==> config.mk <==
export PLATFORM = sky130hd
export DESIGN_NAME = stream_edge_filter
export DESIGN_NICKNAME = d
export VERILOG_FILES = /design/src/rtl/stream_edge_filter.sv
export SDC_FILE = /design/constraint.sdc
export NUM_CORES = 1
export LEC_CHECK = 0
export BUFFER_PORTS_ARGS = -buffer_cell sky130_fd_sc_hd__buf_2
export CORE_MARGIN = 5
export CORE_UTILIZATION = 35
export DETAILED_ROUTE_END_ITERATION = 6
export GPL_TIMING_DRIVEN = 0
export PLACE_DENSITY = 0.52
export SYNTH_ARGS = -nofsm -noshare
export SYNTH_HDL_FRONTEND = slang
export SYNTH_SLANG_ARGS = --single-unit
==> constraint.sdc <==
create_clock -name clk -period 22.1 [get_ports clk]
set_input_delay 3.315 -clock clk [delete_from_list [all_inputs] [get_ports clk]]
set_output_delay 3.315 -clock clk [all_outputs]
set_load 0.1 [all_outputs]
==> src/rtl/stream_edge_filter.sv <==
// rtl/stream_edge_filter.sv - streaming 3x3 Prewitt/Sobel edge magnitude filter
//
// Accepts a raster-order pixel stream and emits one edge-magnitude pixel per
// pixel position. Two line buffers plus a 3x2 window register hold the
// neighbourhood. The output lags the input by WIDTH+1 pixels. After the last
// input, the remaining WIDTH+1 outputs are flushed as zeros; they all lie on
// the border.
//
// Optional build macro: EDGE_THRESH_EN. When it is defined, the saturated
// magnitude is binarised against THRESH.
//
// Ports:
//   clk, rst              clock (rising edge), asynchronous active-high reset
//   mode                  0=Prewitt, 1=Sobel; captured on the first pixel of a frame
//   in_valid/in_ready     input handshake, in_pixel carries the pixel
//   out_valid/out_ready   output handshake, out_pixel carries the magnitude
//   out_last              marks the final output pixel of a frame
//   frame_done            one-cycle pulse after the final output is accepted

module stream_edge_filter #(
    parameter int WIDTH     = 45,
    parameter int HEIGHT    = 45,
    parameter int PIX_W     = 8,
    parameter int MAG_SHIFT = 2,
    parameter int THRESH    = 64
) (
    input  logic             clk,
    input  logic             rst,
    input  logic             mode,
    input  logic             in_valid,
    output logic             in_ready,
    input  logic [PIX_W-1:0] in_pixel,
    output logic             out_valid,
    input  logic             out_ready,
    output logic [PIX_W-1:0] out_pixel,
    output logic             out_last,
    output logic             frame_done
);

    localparam int NPIX  = WIDTH * HEIGHT;
    localparam int CNT_W = $clog2(NPIX);
    localparam int COL_W = $clog2(WIDTH);
    localparam int ROW_W = $clog2(HEIGHT);
    localparam int FL_W  = $clog2(WIDTH + 1);
    localparam int ACC_W = PIX_W + 4;
    localparam logic [PIX_W-1:0] PIX_MAX = {PIX_W{1'b1}};
`ifdef EDGE_THRESH_EN
    localparam bit BIN_EN = 1'b1;
`else
    localparam bit BIN_EN = 1'b0;
`endif

    typedef enum logic [1:0] {S_FILL, S_RUN, S_FLUSH} state_t;

    state_t state, state_nx;

    logic [CNT_W-1:0] in_cnt;
    logic [COL_W-1:0] in_col;
    logic [COL_W-1:0] out_col;
    logic [ROW_W-1:0] out_row;
    logic [FL_W-1:0]  flush_cnt;
    logic             mode_q;

    // lb0 holds the previous row and lb1 the row before it, both indexed by column
    logic [PIX_W-1:0] lb0 [WIDTH];
    logic [PIX_W-1:0] lb1 [WIDTH];
    // Window columns left ([0]) and centre ([1]); the right column is the incoming one
    logic [PIX_W-1:0] win_t [2];
    logic [PIX_W-1:0] win_m [2];
    logic [PIX_W-1:0] win_b [2];

    logic [PIX_W-1:0] top_n, mid_n, bot_n;
    logic             slot_free, in_fire, run_emit, flush_emit, emit, border;

    logic signed [ACC_W-1:0] dx_t, dx_m, dx_b, dy_l, dy_c, dy_r, gx, gy;
    logic [ACC_W-1:0]        abs_gx, abs_gy, mag, shifted;
    logic [PIX_W-1:0]        sat, bin, edge_pix;

    function automatic logic signed [ACC_W-1:0] ext(input logic [PIX_W-1:0] v);
        return signed'({4'b0000, v});
    endfunction

    assign slot_free  = !out_valid || out_ready;
    assign in_ready   = !rst && (state != S_FLUSH) && slot_free;
    assign in_fire    = in_valid && in_ready;
    assign run_emit   = in_fire && (state == S_RUN);
    assign flush_emit = (state == S_FLUSH) && slot_free;
    assign emit       = run_emit || flush_emit;

    assign top_n = lb1[in_col];
    assign mid_n = lb0[in_col];
    assign bot_n = in_pixel;

    // Border positions also cover the window wrapping across a row boundary
    assign border = (out_row == '0) || (out_row == ROW_W'(HEIGHT - 1)) ||
                    (out_col == '0) || (out_col == COL_W'(WIDTH - 1));

    always_ff @(posedge clk or posedge rst) begin
        if (rst) begin
            state <= S_FILL;
        end else begin
            state <= state_nx;
        end
    end

    always_comb begin
        state_nx = state;
        case (state)
            S_FILL: begin
                if (in_fire && in_cnt == CNT_W'(WIDTH)) begin
                    state_nx = S_RUN;
                end
            end
            S_RUN: begin
                if (in_fire && in_cnt == CNT_W'(NPIX - 1)) begin
                    state_nx = S_FLUSH;
                end
            end
            S_FLUSH: begin
                if (slot_free && flush_cnt == FL_W'(WIDTH)) begin
                    state_nx = S_FILL;
                end
            end
            default: state_nx = S_FILL;
        endcase
    end

    // Gradient: the centre coefficient is 1 for Prewitt and 2 for Sobel
    always_comb begin
        dx_t = ext(top_n) - ext(win_t[0]);
        dx_m = ext(mid_n) - ext(win_m[0]);
        dx_b = ext(bot_n) - ext(win_b[0]);
        dy_l = ext(win_b[0]) - ext(win_t[0]);
        dy_c = ext(win_b[1]) - ext(win_t[1]);
        dy_r = ext(bot_n) - ext(top_n);
        gx = dx_t + dx_b + (mode_q ? (dx_m <<< 1) : dx_m);
        gy = dy_l + dy_r + (mode_q ? (dy_c <<< 1) : dy_c);
        abs_gx = gx[ACC_W-1] ? -gx : gx;
        abs_gy = gy[ACC_W-1] ? -gy : gy;
        mag = abs_gx + abs_gy;
        shifted = mag >> MAG_SHIFT;
        sat = (shifted > ACC_W'(PIX_MAX)) ? PIX_MAX : shifted[PIX_W-1:0];
        bin = ({4'b0000, sat} >= ACC_W'(THRESH)) ? PIX_MAX : '0;
        edge_pix = BIN_EN ? bin : sat;
    end

    // Line buffers and window registers carry no reset; stale contents only
    // ever reach border positions.
    always_ff @(posedge clk) begin
        if (in_fire) begin
            lb1[in_col] <= lb0[in_col];
            lb0[in_col] <= in_pixel;
            win_t[0] <= win_t[1];
            win_t[1] <= top_n;
            win_m[0] <= win_m[1];
            win_m[1] <= mid_n;
            win_b[0] <= win_b[1];
            win_b[1] <= bot_n;
        end
    end

    always_ff @(posedge clk or posedge rst) begin
        if (rst) begin
            in_cnt    <= '0;
            in_col    <= '0;
            out_col   <= '0;
            out_row   <= '0;
            flush_cnt <= '0;
            mode_q    <= 1'b0;
        end else begin
            if (in_fire) begin
                if (in_cnt == '0) begin
                    mode_q <= mode;
                end
                in_cnt <= (in_cnt == CNT_W'(NPIX - 1)) ? '0 : in_cnt + CNT_W'(1);
                in_col <= (in_col == COL_W'(WIDTH - 1)) ? '0 : in_col + COL_W'(1);
            end
            if (emit) begin
                if (out_col == COL_W'(WIDTH - 1)) begin
                    out_col <= '0;
                    out_row <= (out_row == ROW_W'(HEIGHT - 1)) ? '0 : out_row + ROW_W'(1);
                end else begin
                    out_col <= out_col + COL_W'(1);
                end
            end
            if (flush_emit) begin
                flush_cnt <= (flush_cnt == FL_W'(WIDTH)) ? '0 : flush_cnt + FL_W'(1);
            end
        end
    end

    // Output register only loads when the slot is free, so a stalled beat holds
    always_ff @(posedge clk or posedge rst) begin
        if (rst) begin
            out_valid  <= 1'b0;
            out_pixel  <= '0;
            out_last   <= 1'b0;
            frame_done <= 1'b0;
        end else begin
            frame_done <= out_valid && out_ready && out_last;
            if (emit) begin
                out_valid <= 1'b1;
                out_pixel <= (flush_emit || border) ? '0 : edge_pix;
                out_last  <= flush_emit && (flush_cnt == FL_W'(WIDTH));
            end else if (out_ready) begin
                out_valid <= 1'b0;
            end
        end
    end

endmodule

==> results of run 1 <==
through the flow:
stage                     utilization (%)  cells  instance area (um^2)  hold slack, ps  setup slack (ps)
after global routing                40.95   4003                 41780           426.5             11030
after detailed placement            38.26   3845                 39040           404.5             11690
final                               40.96   4006                 41790           415.2             11450
after floorplan                         -   2398                 36010           400.3             13610
after CTS                           40.95   4003                 41780           408.8             11630
after global placement              37.09   3790                 37840           400.8              9434
metal layers:
metal,track usage (%),up-vias,wire length (um)
met5,0,-,12
met1,29.60,11730,48910
met4,10.02,2,6633
met3,4.740,308,11870
met2,35.36,1284,56310
li1,-,9670,-
layout make-up:
cell class / instances / share of cell area (%)
inverters: 90 / 0.8084
clock buffers: 104 / 5.309
diodes: 3 / 0.01796
well taps: 1368 / 4.096
multi-input cells: 1376 / 26.19
clock inverters: 54 / 1.255
plain buffers: 115 / 1.383
flip-flops and latches: 817 / 58.12
repair buffers: 79 / 2.817
cells in the final DEF, fill, tap and decap left out, types with 66 or more instances in the layout:
master / netlist / final
nand2_1: 145 / 144
o21ai_0: 103 / 103
inv_1: 89 / 88
a221oi_1: 67 / 67
clkbuf_16: 0 / 85
ha_1: 91 / 91
buf_2: 42 / 66
mux2i_1: 66 / 66
a21oi_1: 111 / 111
mux2_2: 87 / 87
edfxtp_1: 768 / 768
nor2_1: 151 / 106
sequential cells by signal (all words and copies together), names as in the netlist, 8 cells and up:
register   count
out_pixel      8
lb1          360
in_cnt        11
win_b         16
lb0          360
win_t         16
win_m         16
worst max-delay path: cells and delay by family (launching register included):
| kind | cells | cell delay [ps] |
|---|---|---|
| xor gates and xnor gates | 2 | 390 |
| DFF | 1 | 380 |
| and+or+nand+nor | 4 | 1270 |
| AOI/OAI and AO/OA | 18 | 4630 |
| adders and majority gates | 4 | 1500 |
| buffers and inverters | 4 | 1610 |
| muxes | 2 | 700 |
cell usage after synthesis (6+ instances only):
master / n / area (um^2)
edfxtp_1: 768 / 23060
nor2_1: 151 / 566.8
nand2_1: 145 / 544.3
a21oi_1: 111 / 555.5
o21ai_0: 103 / 515.5
ha_1: 91 / 1139
inv_1: 89 / 334.1
mux2_2: 87 / 979.7
a221oi_1: 67 / 586.8
mux2i_1: 66 / 660.6
mux4_2: 55 / 1239
clkbuf_1: 49 / 183.9
dfrtp_1: 49 / 1226
buf_2: 42 / 210.2
nand3_1: 39 / 195.2
xnor2_1: 38 / 332.8
a22oi_1: 35 / 262.8
a21o_1: 32 / 240.2
nor3_1: 32 / 160.2
o22ai_1: 30 / 187.7
fa_1: 28 / 560.5
xor2_1: 27 / 236.5
nor2b_1: 25 / 156.4
and3_1: 15 / 93.84
buf_4: 14 / 105.1
a22o_1: 13 / 113.9
or3_1: 13 / 81.33
a211oi_1: 11 / 82.58
o211ai_1: 11 / 82.58
o31ai_1: 11 / 82.58
a222oi_1: 10 / 100.1
nand2b_1: 10 / 62.56
o21a_1: 10 / 75.07
a31oi_1: 8 / 50.05
o21bai_1: 8 / 60.06
a221o_1: 7 / 70.07
and2_1: 7 / 43.79
nand4_1: 7 / 43.79
a211o_1: 6 / 52.55
nor4_1: 6 / 37.54
worst min-delay path by stage:
stage               depth (start not counted)     endpoint  slack [ps]          from
finish                                      0  win_m[0][7]         420  win_m[0][15]
detailed placement                          0  win_m[0][6]         400  win_m[0][14]
CTS                                         0  win_m[0][7]         410  win_m[0][15]
floorplan                                   0  win_m[0][0]         400   win_m[0][8]
global placement                            0  win_m[0][4]         400  win_m[0][12]
global route                                0  win_m[0][1]         430   win_m[0][9]
logic make-up (layout without fill, tap and decap cells):
group / after synthesis / count (layout) / synth area share [%]
adder cells (fa/ha/maj): 119 / 119 / 4.719
buffers and inverters: 205 / 442 / 2.537
other: 0 / 3 / 0
AO/OA/AOI/OAI: 514 / 514 / 9.747
multiplexers: 208 / 208 / 7.995
flip-flops: 817 / 817 / 67.45
AND/OR/NAND/NOR: 469 / 469 / 5.924
XOR/XNOR: 66 / 66 / 1.626
==> metrics.yaml, run 1 <==
status: "finished, violations left"
failed_checks: "capacitance limit, slew limit"
clk_pin_slew_ps: 70
cp.arrival_ps: 11210
post_cts_buffers: 0
fill_cells: 9374
register_area_um2: 24290
crit_required_ps: 22660
cts_resized: 0
place_hpwl_um: 82830
cts_sinks: 817
ys_warn_count: 0
netlist_area_um2: 36010
io_buffer_count: 24
syn_to_final_growth_pct: 16.05
synthArstFlopShare_pct: 5.998
crit_path_end: "out_pixel[0]"
period_share_pct: 48.18
yosysSeqAreaShare_pct: 67.45
rsz0062_at_grt: "no"
relSlewSlack_pct: -3.120
rr_endpoint: "out_pixel[0]"
setup_tns_ps: 0
fp.dieArea_um2: 109400
cts.hold.buffers_added: 0
finalNetCount: 2696
netlist_instances: 2398
start_util_pct: 35.29
vias: 22990
reg2reg_slack_ps: 11450
root_buffer: "clkbuf_16"
drt_iter0_drc: 3020
avgSynthCellArea_um2: 15.02
worstSkewPairLatency_ps: 680
skew_ps: 38.80
drt-total-wl_um: 123700
synth-main-ff-cell: "edfxtp_1"
synth.distinct_cells: 74
synth_seq_cells: 817
io_pins: 25
grt_overflow: 0
viasPerCell: 5.740
cp_max_fo: 47
antenna_found_initial: 9
cts_tree: "built"
syn_nets: 2530
cts_made_buffers: 85
period_minus_slack_ps: 10650
maxCapViolations: 1
track_usage_pct: 22.29
setup_viol: 0
clock_path_buffers: 3
grt_max_degree: 51
synth-edff-count: 768
drc_errors: 0
gp_congestion: 0.9893
max_stage_delay_ps: 1010
fmax_mhz: 93.92
crit_slowest_cell: "clkbuf_1"
fp-row-count: 117
drv_slew: 8
crit_path_end_kind: "register"
tightest_slew_ps: 1541
criticalPathCategory: "register to register"
grt_pass1_wl_um: 171100
startpoint: "in_col[1]"
dieWidth_um: 330.8
grt_pass1_vias: 22270
htreeDepth: 3
critPathLaunchType: "register"
hold_violations: 0
drt_first_pass_iters: 6
drive_gt1_share_pct: 17.99
core_area_um2: 102000
multi_input_area_um2: 10950
postRouteAntennaNets: 0
die-height_um: 330.8
reg2reg_from: "in_col[1]"
hp-class: "register to register"
rr_worst_depth: 34
routedWlPerCell_um: 30.89
Power of run 1 is left out: the tool's default activity adds up to more than one toggle a clock period on the data nets, which glitch-free logic cannot reach.
==> run 2: changes to the inputs <==
--- a/config.mk
+++ b/config.mk
@@ -10,7 +10,7 @@
 export CORE_UTILIZATION = 35
 export DETAILED_ROUTE_END_ITERATION = 6
 export GPL_TIMING_DRIVEN = 0
-export PLACE_DENSITY = 0.52
+export PLACE_DENSITY = 0.54
 export SYNTH_ARGS = -nofsm -noshare
 export SYNTH_HDL_FRONTEND = slang
 export SYNTH_SLANG_ARGS = --single-unit
==> constraint.sdc (replaced) <==
create_clock -name clk -period 8.55 [get_ports clk]
set_input_delay 1.2825 -clock clk [delete_from_list [all_inputs] [get_ports clk]]
set_output_delay 1.2825 -clock clk [all_outputs]
set_load 0.1 [all_outputs]
==> metrics.yaml, run 2 (same netlist as run 1, synthesis figures left out) <==
period_share_pct: 96.94  # was 48.18%
drv_slew: 0  # was 8
reg2reg_slack_ps: 260  # was 11450 ps
worstHoldStart: "win_m[0][14]"  # was win_m[0][15]
root_buffer: "clkbuf_16"  # unchanged
routedWlPerCell_um: 30.78  # was 30.89 um
syn_to_final_growth_pct: 19.95  # was 16.05%
largestRegisters: "lb0 (360), lb1 (360)"  # unchanged
clk_pin_slew_ps: 70  # about the same
fp-row-count: 117  # unchanged
io_buffer_count: 24  # unchanged
grt_pass1_vias: 22320  # was 22270
grt_overflow: 0  # unchanged
period_minus_slack_ps: 8288  # was 10650 ps
place_hpwl_um: 81520  # was 82830 um
min_to: "win_m[0][6]"  # was win_m[0][7]
core_area_um2: 102000  # unchanged
cp.depth: 36  # was 34
tightest_slew_ps: 1336  # was 1541 ps
dieWidth_um: 330.8  # unchanged
rr_endpoint: "out_pixel[1]"  # was out_pixel[0]
track_usage_pct: 22.37  # was 22.29%
viasPerCell: 5.778  # was 5.740
cp_common_cell: "o21ai_0"
die-height_um: 330.8  # unchanged
startpoint: "in_col[2]"  # was in_col[1]
grt_pass1_wl_um: 172100  # was 171100 um
grt_max_degree: 51  # unchanged
gp_congestion: 0.9720  # was 0.9893
final_area_um2: 43190  # was 41790 um^2
critPathLaunchType: "register"  # unchanged
crit_path_end_kind: "register"  # unchanged
drt_iter0_drc: 3138  # was 3020
skew_ps: 67.75  # was 38.80 ps
cp_max_fo: 10  # was 47
worstSkewPairLatency_ps: 680  # about the same
cts_tree: "built"  # unchanged
cp.arrival_ps: 8780  # was 11210 ps
drt_first_pass_iters: 6  # unchanged
start_util_pct: 35.29  # unchanged
clock_path_buffers: 3  # unchanged
reg2reg_from: "in_col[2]"  # was in_col[1]
htreeDepth: 3  # unchanged
drt-total-wl_um: 124200  # was 123700 um
setup_viol: 0  # unchanged
fill_cells: 9217  # was 9374
hold_violations: 0  # unchanged
maxCapViolations: 0  # was 1
cts_made_buffers: 84  # was 85
status: "finished, final reports clean"  # was finished, violations left
cts_sinks: 817  # unchanged
drive_gt1_share_pct: 23.08  # was 17.99%
rr_worst_depth: 36  # was 34
final_cell_mix: "edfxtp_1 (768), nand2_1 (143), a21oi_1 (106)"  # was edfxtp_1 (768), nand2_1 (144), a21oi_1 (111)
max_stage_delay_ps: 560  # was 1010 ps
hold_depth: 0  # unchanged
crit_slowest_cell: "fa_1"  # was clkbuf_1
criticalPathCategory: "register to register"  # unchanged
cp_top_family: "compound AO/OA/AOI/OAI gates"  # unchanged
place_area_um2: 39120  # was 39040 um^2
vias: 23310  # was 22990
relSlewSlack_pct: 10.92  # was -3.120%
cp_num_buf_inv: 6  # was 4
hp-class: "register to register"  # unchanged
rsz0062_at_grt: "no"  # unchanged
layout_commonest_cell: "edfxtp_1"  # unchanged
io_pins: 25  # unchanged
fmax_mhz: 120.7  # was 93.92 MHz
postRouteAntennaNets: 0  # unchanged
finalNetCount: 2730  # was 2696
fp.dieArea_um2: 109400  # unchanged
antenna_found_initial: 5  # was 9
crit_required_ps: 9040  # was 22660 ps
drc_errors: 0  # unchanged
run 2: changes by cell type in the layout (fill, tap and decap cells not counted), sizes merged:
| cell | before | now |
|---|---|---|
| a211o | 6 | 8 |
| o221ai | 4 | 5 |
| diode | 3 | 1 |
| clkinvlp | 7 | 4 |
| clkinv | 39 | 41 |
| inv | 92 | 90 |
| clkbuf | 154 | 139 |
| bufinv | 6 | 4 |
| buf | 144 | 191 |
run 2: final cells by class:
type,count,area [um^2],area share (%)
Sequential cell,817,24290,56.23
Multi-Input combinational cell,1379,11470,26.55
Clock buffer,104,2228,5.159
Tap cell,1368,1712,3.963
Timing Repair Buffer,113,1538,3.560
Buffer,113,1152,2.668
Clock inverter,49,461.7,1.069
Inverter,90,341.6,0.7908
Antenna cell,1,2.502,0.005794
run 2: metrics by stage:
stage | TNS (ps) | hold slack [ps] | setup WS [ps] | std cells | util [%]
floorplan | 0 | 400.3 | 319.2 | 2398 | -
global placement | -33510 | 400.5 | -4268 | 3790 | 37.09
detailed placement | -15020 | 405.4 | -1988 | 3846 | 38.34
CTS | 0 | 420.2 | 2.062 | 4007 | 41.58
global route | 0 | 431.0 | 4.667 | 4033 | 42.33
finish | 0 | 419.7 | 261.8 | 4034 | 42.33
run 2: worst max path at each step:
stage	endpoint
floorplan	out_pixel[0]
global placement	out_pixel[0]
detailed placement	out_pixel[1]
CTS	out_pixel[1]
global route	out_pixel[0]
finish	out_pixel[1]
run 2: repair_timing:
action,4_1_cts,5_1_grt
hold buffers,0,0
setup endpoints to repair,8,8
pin swaps,6,17
setup buffers,6,27
cloned,3,0
gates resized for setup,175,157
run 2: routing by layer:
metal | wire (um) | GRT usage [%] | up-vias
met5 | 13 | 0 | -
met4 | 6867 | 10.88 | 2
met3 | 12680 | 5.763 | 334
met2 | 55910 | 34.63 | 1382
met1 | 48710 | 29.47 | 11830
li1 | - | - | 9758
Power of run 2 is left out for the same reason.
